**src/rtl/alu_op_sequencer.sv**
```systemverilog
// Opcode sequencer for the ALU: tracks ALT/FROM/TO prefixes, drives one EXEC cycle of
// ALU selects per ALU opcode, then writes z back and latches the status flags.
module alu_op_sequencer #(
    parameter int         DATA_W      = 16,
    parameter logic [3:0] DEFAULT_REG = 4'd0
) (
    input  logic              clk,
    input  logic              rst_n,
    input  logic [7:0]        op_byte,
    input  logic              op_valid,
    output logic              op_ready,
    output logic [3:0]        x_reg_sel,
    output logic [3:0]        y_reg_sel,
    output logic [7:0]        instr,
    output logic              y_src_sel,
    output logic [2:0]        z_src_sel,
    output logic              add_sub_sel,
    input  logic [DATA_W-1:0] z,
    input  logic              cy,
    input  logic              ov,
    output logic              wr_en,
    output logic [3:0]        wr_reg,
    output logic              flag_z,
    output logic              flag_s,
    output logic              flag_cy,
    output logic              flag_ov
);

    typedef enum logic {FETCH, EXEC} state_t;

    state_t     state, state_nxt;
    logic [1:0] alt;
    logic [3:0] sreg, dreg;
    logic       arith_p1;
    logic       accept;
    logic [3:0] n;

    logic       dec_alu, dec_alt, dec_to, dec_from, dec_nop;
    logic       dec_imm, dec_sub, dec_wr, dec_arith;
    logic [2:0] dec_zsrc;

    assign n        = op_byte[3:0];
    assign op_ready = rst_n & (state == FETCH);
    assign accept   = op_valid & op_ready;

    always_ff @(posedge clk or negedge rst_n) begin
        if (!rst_n) state <= FETCH;
        else        state <= state_nxt;
    end

    // Opcode decode and next-state
    always_comb begin
        dec_alu   = 1'b0;
        dec_alt   = 1'b0;
        dec_to    = 1'b0;
        dec_from  = 1'b0;
        dec_imm   = 1'b0;
        dec_sub   = 1'b0;
        dec_wr    = 1'b1;
        dec_arith = 1'b0;
        dec_zsrc  = 3'b000;
        case (op_byte[7:4])
            4'h1: dec_to   = 1'b1;
            4'hB: dec_from = 1'b1;
            4'h3: dec_alt  = (n >= 4'hD);
            4'h5: begin
                dec_alu   = 1'b1;
                dec_arith = 1'b1;
                dec_imm   = alt[1];
            end
            4'h6: begin
                dec_alu   = 1'b1;
                dec_arith = 1'b1;
                dec_sub   = 1'b1;
                dec_imm   = (alt == 2'd2);
                dec_wr    = (alt != 2'd3);
            end
            4'h7: begin
                dec_alu  = (n != 4'h0);
                dec_zsrc = 3'b001;
            end
            4'hC: begin
                // ALT1 and ALT3 both select XOR, so only alt[0] matters
                dec_alu  = (n != 4'h0);
                dec_zsrc = alt[0] ? 3'b011 : 3'b010;
            end
            4'h9: begin
                dec_alu  = (n == 4'h7);
                dec_zsrc = 3'b100;
            end
            4'h4: begin
                dec_alu  = (n == 4'hD);
                dec_zsrc = 3'b101;
            end
            default: ;
        endcase
        dec_nop = ~(dec_alu | dec_alt | dec_to | dec_from);

        state_nxt = state;
        case (state)
            FETCH: if (accept && dec_alu) state_nxt = EXEC;
            EXEC:  state_nxt = FETCH;
            default: state_nxt = FETCH;
        endcase
    end

    always_ff @(posedge clk or negedge rst_n) begin
        if (!rst_n) begin
            alt         <= 2'd0;
            sreg        <= DEFAULT_REG;
            dreg        <= DEFAULT_REG;
            x_reg_sel   <= 4'd0;
            y_reg_sel   <= 4'd0;
            instr       <= 8'd0;
            y_src_sel   <= 1'b0;
            z_src_sel   <= 3'b000;
            add_sub_sel <= 1'b0;
            wr_en       <= 1'b0;
            wr_reg      <= 4'd0;
            arith_p1    <= 1'b0;
            flag_z      <= 1'b0;
            flag_s      <= 1'b0;
            flag_cy     <= 1'b0;
            flag_ov     <= 1'b0;
        end else if (state == FETCH) begin
            // FETCH -> EXEC boundary: register the ALU controls for one full cycle
            if (accept) begin
                if (dec_alt)  alt  <= n[1:0];
                if (dec_to)   dreg <= n;
                if (dec_from) sreg <= n;
                if (dec_nop) begin
                    alt  <= 2'd0;
                    sreg <= DEFAULT_REG;
                    dreg <= DEFAULT_REG;
                end
                if (dec_alu) begin
                    x_reg_sel   <= sreg;
                    y_reg_sel   <= n;
                    wr_reg      <= dreg;
                    instr       <= dec_imm ? {4'h0, n} : 8'd0;
                    y_src_sel   <= dec_imm;
                    z_src_sel   <= dec_zsrc;
                    add_sub_sel <= dec_sub;
                    wr_en       <= dec_wr;
                    arith_p1    <= dec_arith;
                end
            end
        end else begin
            // EXEC -> FETCH boundary: capture flags, drop controls, restore default context
            flag_z <= (z == '0);
            flag_s <= z[DATA_W-1];
            if (arith_p1) begin
                flag_cy <= cy;
                flag_ov <= ov;
            end
            alt         <= 2'd0;
            sreg        <= DEFAULT_REG;
            dreg        <= DEFAULT_REG;
            x_reg_sel   <= 4'd0;
            y_reg_sel   <= 4'd0;
            instr       <= 8'd0;
            y_src_sel   <= 1'b0;
            z_src_sel   <= 3'b000;
            add_sub_sel <= 1'b0;
            wr_en       <= 1'b0;
            wr_reg      <= 4'd0;
            arith_p1    <= 1'b0;
        end
    end

endmodule

```
**config.mk**
```make
export PLATFORM = sky130hd
export DESIGN_NAME = alu_op_sequencer
export DESIGN_NICKNAME = d
export VERILOG_FILES = /design/src/rtl/alu_op_sequencer.sv
export SDC_FILE = /design/constraint.sdc
export NUM_CORES = 1
export LEC_CHECK = 0
export ABC_CLOCK_PERIOD_IN_PS = 1800
export BUFFER_PORTS_ARGS = -buffer_cell sky130_fd_sc_hd__buf_2
export CORE_ASPECT_RATIO = 0.8
export CORE_MARGIN = 2
export CORE_UTILIZATION = 35
export DETAILED_ROUTE_END_ITERATION = 6
export GPL_TIMING_DRIVEN = 0
export PLACE_DENSITY_LB_ADDON = 0.2
export SYNTH_ARGS = -nofsm -noshare
export SYNTH_HDL_FRONTEND = slang
export SYNTH_SLANG_ARGS = --single-unit
```
**constraint.sdc**
```tcl
create_clock -name clk -period 1.8 [get_ports clk]
set_clock_uncertainty 0.2 [all_clocks]
set_input_delay 0.18 -clock clk [delete_from_list [all_inputs] [get_ports clk]]
set_output_delay 0.18 -clock clk [all_outputs]
set_load 0.1 [all_outputs]
```
==> results of run 1 <==
==> power by group through the flow <==
stage                     logic (mW)  registers [mW]  clock network (mW)
after floorplan                0.375            1.70                   0
after global placement          1.19            1.09                   0
after detailed placement        1.20            1.09                   0
after CTS                       1.27            1.07               0.566
after global routing            1.37            1.09               0.610
final                           1.31            1.07               0.556
==> metrics by stage <==
step	hold WS [ns]	power (mW)	util	setup TNS, ns
2_1_floorplan	-0.316	2.07	-	-3.17
3_3_place_gp	0.157	2.28	0.435	-20.60
3_5_place_dp	0.154	2.29	0.435	-19.96
4_1_cts	-0.323	2.91	0.507	0
5_1_grt	0.0373	3.07	0.534	-0.317
6_report	0.00159	2.94	0.534	0
==> layer usage <==
| layer | global-route usage | vias to the layer above | share of wire |
|---|---|---|---|
| met1 | 0.277 | 905 | 0.47 |
| li1 | - | 878 | - |
| met5 | 0 | - | 0 |
| met4 | 0.0455 | 0 | 0.0054 |
| met3 | 0.0518 | 5 | 0.069 |
| met2 | 0.290 | 75 | 0.45 |
==> kinds of logic after synthesis <==
group           after synthesis
simple gates                 56
compound gates               55
flops                        38
buf+inv                      24
mux                           9
xor+xnor                      2
other cells                   1
==> repair_timing <==
item | 4_1_cts | 5_1_grt
gates cloned | 1 | 1
endpoints found under the setup margin | 36 | 34
pin swaps | 2 | 10
buffers inserted | 7 | 7
hold endpoints to repair | 49 | 38
hold buffers | 19 | 2
resized for setup | 18 | 22
==> final timing paths <==
kind / startpoint / endpoint
hold reg to reg: wr_reg[1]$_DFFE_PN0P_ / wr_reg[1]$_DFFE_PN0P_
setup reg to reg: state$_DFF_PN0_ / arith_p1$_DFFE_PN0P_
max in group asynchronous: rst_n / state$_DFF_PN0_
setup / recovery: op_byte[3] / z_src_sel[1]$_DFFE_PN0P_
min in group asynchronous: rst_n / add_sub_sel$_DFFE_PN0P_
hold / removal: z[0] / flag_z$_DFFE_PN0P_
==> layout make-up <==
type | instances | area (µm²) | area share
multi-input cells | 126 | 985 | 0.338
flip-flops and latches | 38 | 952 | 0.326
plain buffers | 16 | 155 | 0.0532
clock buffers | 5 | 68.8 | 0.0236
clock inverters | 2 | 10.0 | 0.00343
well taps | 78 | 97.6 | 0.0335
repair buffers | 88 | 622 | 0.213
inverters | 7 | 26.3 | 0.00901
==> worst min-delay path, delay by kind of cell <==
| kind | cells | cell delay, ns |
|---|---|---|
| buffers and inverters | 1 | 0.07 |
| muxes | 1 | 0.07 |
| and+or+nand+nor | 2 | 0.13 |
==> Yosys cell counts, types with 2 or more instances <==
cell | instances | area, µm²
sky130_fd_sc_hd__buf_4 | 5 | 37.5
sky130_fd_sc_hd__a32o_1 | 4 | 40.0
sky130_fd_sc_hd__nor3b_1 | 2 | 15.0
sky130_fd_sc_hd__o21ai_0 | 3 | 15.0
sky130_fd_sc_hd__nor2b_1 | 5 | 31.3
sky130_fd_sc_hd__or3_1 | 2 | 12.5
sky130_fd_sc_hd__nand4_1 | 2 | 12.5
sky130_fd_sc_hd__nand2b_1 | 9 | 56.3
sky130_fd_sc_hd__o31ai_1 | 2 | 15.0
sky130_fd_sc_hd__a21oi_1 | 4 | 20.0
sky130_fd_sc_hd__mux2i_1 | 5 | 50.1
sky130_fd_sc_hd__buf_2 | 3 | 15.0
sky130_fd_sc_hd__nor4_1 | 6 | 37.5
sky130_fd_sc_hd__o2bb2a_1 | 2 | 20.0
sky130_fd_sc_hd__nor2_1 | 9 | 33.8
sky130_fd_sc_hd__nor3_1 | 4 | 20.0
sky130_fd_sc_hd__a2bb2oi_1 | 4 | 35.0
sky130_fd_sc_hd__clkbuf_1 | 6 | 22.5
sky130_fd_sc_hd__a22o_1 | 17 | 149
sky130_fd_sc_hd__inv_1 | 7 | 26.3
sky130_fd_sc_hd__buf_6 | 3 | 33.8
sky130_fd_sc_hd__mux2_2 | 3 | 33.8
sky130_fd_sc_hd__a31oi_1 | 3 | 18.8
sky130_fd_sc_hd__o31a_1 | 2 | 17.5
sky130_fd_sc_hd__o41ai_1 | 4 | 35.0
sky130_fd_sc_hd__nand2_1 | 12 | 45.0
sky130_fd_sc_hd__dfrtp_1 | 38 | 951
==> flow_summary.ini, run 1 <==
[status]
run_status = finished clean

[synthesis]
mappedNetlistArea_um2 = 1980
primary_flip_flop_cell_chosen_by_synthesis_mapping = sky130_fd_sc_hd__dfrtp_1
post_synth_xor_area_fraction = 0.00883
synth_simple_gate_area_frac = 0.153
avgSynthCellArea_um2 = 10.7
synth_compound_gate_area_share = 0.241
synthArstFlopShare = 1.00
yosysSeqAreaShare = 0.479
synth-adder-area-share = 0
muxShareOfSynthArea = 0.0479
synth_warnings = 0
ys_types = 46
synth_edf_count = 0
synth-seq-cells = 38
synth_cells = 185
synth_top_family_by_area = compound AO/OA/AOI/OAI gates

[pwr]
vdd.ir_drop.worst_mv = 0.617
p_clk_frac = 0.189
net_switching_component_of_the_power_mw = 1.34
share_comb_of_total_power = 0.445
internal-power_mw = 1.60
powerDensity_nw_per_um2 = 1010
seqPwrFrac = 0.366
power.switching_fraction = 0.455
leakage_nw = 1.39

[worst_hold_path]
hold_depth = 4
min-delay-path-class = in -> reg

[sta]
worst_pin_slew_ns = 0.550
slew_headroom = 0.631
min_period_ns = 1.79
setup_viol = 0
grt_setup_unrepaired = true
finalHoldViolCount = 0
finalMaxSlewViolations = 0
min_period_over_period = 0.996
setup_slack_ns = 0.00805
fmaxAchievable_ghz = 0.558

[critical_path]
reg2reg_setup_slack_ns = 0.02
crit_chain = buf_12 -> nand3b_1 -> or4_4 -> a21bo_4 -> a21oi_4 -> buf_6 -> mux2i_1
critical-path-top-delay-family = simple AND/OR/NAND/NOR gates
cp-end-kind = register
criticalPathCategory = in -> reg
cp.depth = 7
cp_slowest_stage_delay_ns = 0.51
critical_path_arrival_ns = 1.81
critical_path_required_ns = 1.81
crit_slowest_cell = sky130_fd_sc_hd__or4_4
timing.critical_path.buf_inv = 2
start_kind = input pin
worst_case_reg_to_reg_path_depth = 5
crit_path_max_fanout = 5

[cts]
clock_latency_ns = 0.29
cts_tree = built
clock_tree.root_cell = sky130_fd_sc_hd__clkbuf_8
cts.reportedPaths.clkPinSlew_ns = 0.07
number_of_sinks_on_the_clock_net = 38
cts_htree_levels = 2
cts_made_buffers = 5
cts_buffer_depth = 2

[placement]
gp_congestion = 0.915
buffer_ports.inserted = 51
postPlaceCellArea_um2 = 2380
numPlacedInstances = 317
place_ws_ns = -0.680
dpl.hpwl_um = 3590

[drt]
wirelength_um = 5900
routed_wire_per_std_cell_um = 16.4
vias_per_cell = 5.18
vias = 1863
count_of_routing_violations_after_the_opening_detailed_route_iteration = 155
detail_route.drc_violations = 0
drt_pre_antenna_iters = 4
drt.antenna.violating_nets = 0

[finish]
final_cell_area_um2 = 2920
nFillCells = 514
finalNetCount = 311
most_used_cells_in_the_layout_excluding_fill_and_tap_cells = sky130_fd_sc_hd__buf_2 (48), sky130_fd_sc_hd__dfrtp_1 (37), sky130_fd_sc_hd__dlygate4sd3_1 (20)
instances_no_fill = 360
antenna_cells = 0
synthToLayoutAreaGrowth_pct = 47.1
post_route_cells_drive_above_1_share = 0.401
layout_commonest_cell = sky130_fd_sc_hd__buf_2

[grt]
number_of_antenna_violations_at_the_first_check_in_global_routing = 0
number_of_global_route_vias_before_repair = 1878
grt_ovf = 0
grtUsageTotal = 0.192
grt_first_pass_wirelength_um = 9370
grt_start_max_net_pins = 41

[floorplanning]
dieArea_um2 = 6290
die_width_um = 88.2
floorplan.core_area_um2 = 5470
pin_count = 60
die_height_um = 71.3
row_count = 24
initial_utilization = 0.363

[job]
timing.max_cap.violations = 0
No activity file was read; power rests on OpenSTA's default activity.
==> run 2: changes to the inputs <==
--- a/config.mk
+++ b/config.mk
@@ -5,6 +5,7 @@
 export SDC_FILE = /design/constraint.sdc
 export NUM_CORES = 1
 export LEC_CHECK = 0
+export ABC_AREA = 1
 export ABC_CLOCK_PERIOD_IN_PS = 1800
 export BUFFER_PORTS_ARGS = -buffer_cell sky130_fd_sc_hd__buf_2
 export CORE_ASPECT_RATIO = 0.8
==> flow_summary.ini, run 2 <==
[pwr]
share_comb_of_total_power = 0.316
p_total_mw = 2.71
net_switching_component_of_the_power_mw = 1.06
power.switching_fraction = 0.389
seqPwrFrac = 0.355
leakage_nw = 1.51
p_clk_frac = 0.329
vdd.ir_drop.worst_mv = 0.458
powerDensity_nw_per_um2 = 1020
internal-power_mw = 1.66

[drt]
drt_pre_antenna_iters = 4
vias_per_cell = 4.75
detail_route.drc_violations = 0
count_of_routing_violations_after_the_opening_detailed_route_iteration = 118
drt.antenna.violating_nets = 0
wirelength_um = 4980
routed_wire_per_std_cell_um = 12.8
vias = 1842

[sta]
min_period_ns = 1.71
grt_setup_unrepaired = false
fmaxAchievable_ghz = 0.586
finalMaxSlewViolations = 0
finalHoldViolCount = 1
setup_viol = 0
setup_total_negative_slack_ns = 0
min_period_over_period = 0.948
min_hold_slack_ns = -0.00290
setup_slack_ns = 0.0931

[floorplanning]
initial_utilization = 0.362
die_width_um = 87.5
dieArea_um2 = 6200
die_height_um = 70.8
pin_count = 60
floorplan.core_area_um2 = 5410
row_count = 24

[grt]
number_of_global_route_vias_before_repair = 1788
number_of_antenna_violations_at_the_first_check_in_global_routing = 0
grt_start_max_net_pins = 40
grt_first_pass_wirelength_um = 8470
grt_ovf = 0
grtUsageTotal = 0.177

[synthesis]
synth_edf_count = 0
ys_top_cells_by_count = sky130_fd_sc_hd__nand2_1 (82), sky130_fd_sc_hd__dfrtp_1 (38), sky130_fd_sc_hd__nand3_1 (20)
avgSynthCellArea_um2 = 8.14
synthDominantAreaCellType = sky130_fd_sc_hd__dfrtp_1
primary_flip_flop_cell_chosen_by_synthesis_mapping = sky130_fd_sc_hd__dfrtp_1
ys_types = 23
synth_cells = 240
synth-seq-cells = 38
post-synth-top-count-cell = sky130_fd_sc_hd__nand2_1
synthArstFlopShare = 1.00
synth_warnings = 0
dominant_cells_by_area_after_synthesis = sky130_fd_sc_hd__dfrtp_1 (49%), sky130_fd_sc_hd__nand2_1 (16%), sky130_fd_sc_hd__nand3_2 (5.6%), sky130_fd_sc_hd__nand3_1 (5.1%), sky130_fd_sc_hd__nand4_1 (3.8%)
yosysSeqAreaShare = 0.487
synth_top_area_share = 0.487
mappedNetlistArea_um2 = 1950

[cts]
cts_htree_levels = 2
clock_latency_ns = 0.30
cts_made_buffers = 5
cts.reportedPaths.clkPinSlew_ns = 0.09
cts_buffer_depth = 2
post-cts-setup-buffer-count = 0
number_of_sinks_on_the_clock_net = 38
clock_tree.root_cell = sky130_fd_sc_hd__clkbuf_8
cts_tree = built

[critical_path]
start_kind = register
worst_case_reg_to_reg_path_depth = 6
reg2reg_setup_slack_ns = 0.15
critical_path_required_ns = 1.42
critical_path_arrival_ns = 1.33
crit_path_max_fanout = 10
criticalPathCategory = reg -> out
reg2reg_from = state$_DFF_PN0_
cp-end-kind = primary output
r2r-end = arith_p1$_DFFE_PN0P_

[status]
run_status = finished, violations left
failing_checks = hold timing

[worst_hold_path]
min-delay-path-class = in -> reg
min_delay_worst_endpoint = instr[1]$_DFFE_PN0P_
hold_depth = 3
worst_hold_startpoint = op_byte[1]

[finish]
most_used_cells_in_the_layout_excluding_fill_and_tap_cells = sky130_fd_sc_hd__nand2_1 (82), sky130_fd_sc_hd__buf_2 (55), sky130_fd_sc_hd__dfrtp_1 (38)
post_route_cells_drive_above_1_share = 0.307
synthToLayoutAreaGrowth_pct = 36.1
antenna_cells = 0
share_of_the_core_filled_with_cells_in_the_final_layout = 0.492
layout_commonest_cell = sky130_fd_sc_hd__nand2_1
instances_no_fill = 388
finalNetCount = 351
final_cell_area_um2 = 2660

[job]
timing.max_cap.violations = 0

[placement]
gp_congestion = 0.859
buffer_ports.inserted = 55
place_ws_ns = -0.666
numPlacedInstances = 363
postPlaceCellArea_um2 = 2320
dpl.hpwl_um = 3450
-- run 2: changes by cell type in the layout (fill, tap and decap cells not counted), sizes merged, moves of 10 or more --
cell and delta:
nand4 +10, inv +13, nor2 +11, nand3 +30
nand2 +73, a22o -17
-- run 2: what timing repair did --
item                                    4_1_cts  5_1_grt
resized for setup                             3        3
endpoints found under the setup margin       35       32
endpoints found under the hold margin        43       38
hold buffers                                 15        2
-- run 2: layout make-up --
cell class,count,area [µm²]
clock inverters,3,68.8
flip-flops and latches,38,951
plain buffers,13,103
well taps,65,81.3
multi-input cells,172,841
clock buffers,5,68.8
inverters,20,75.1
fillers,533,2750
repair buffers,72,472
-- run 2: how the worst max path moves through the flow --
stage	startpoint	to	slack, ns
floorplan	state$_DFF_PN0_	op_ready	0.03
detailed placement	rst_n	sreg[2]$_DFFE_PN0P_	-0.67
global route	state$_DFF_PN0_	op_ready	0.03
global placement	rst_n	sreg[0]$_DFFE_PN0P_	-0.66
finish	state$_DFF_PN0_	op_ready	0.09
CTS	state$_DFF_PN0_	op_ready	0.01
-- run 2: cell families after synthesis --
logic type / count (synthesis) / synth area share
AO/OA/AOI/OAI: 13 / 0.0391
flip-flops: 38 / 0.487
multiplexers: 2 / 0.0115
buffers and inverters: 33 / 0.0903
other: 1 / 0.00192
AND/OR/NAND/NOR: 153 / 0.371
-- run 2: critical path, stage by stage, from the launching register on --
cell	delay (ns)
sky130_fd_sc_hd__dfrtp_1	0.40
sky130_fd_sc_hd__clkbuf_2	0.20
sky130_fd_sc_hd__nor2_2	0.13
sky130_fd_sc_hd__buf_4	0.29
-- run 2: power groups by stage --
stage	Clock, mW	Sequential [mW]	Combinational [mW]
floorplan	0	1.43	0.208
global placement	0	0.982	0.815
detailed placement	0	0.981	0.819
CTS	0.906	0.965	0.847
global route	0.934	0.974	0.911
finish	0.892	0.964	0.857
-- run 2: layer usage --
metal,vias up,global-route usage,part of all wire
li1,933,-,-
met1,838,0.247,0.48
met2,61,0.267,0.45
met3,10,0.0385,0.049
met4,0,0.0701,0.021
met5,-,0,0
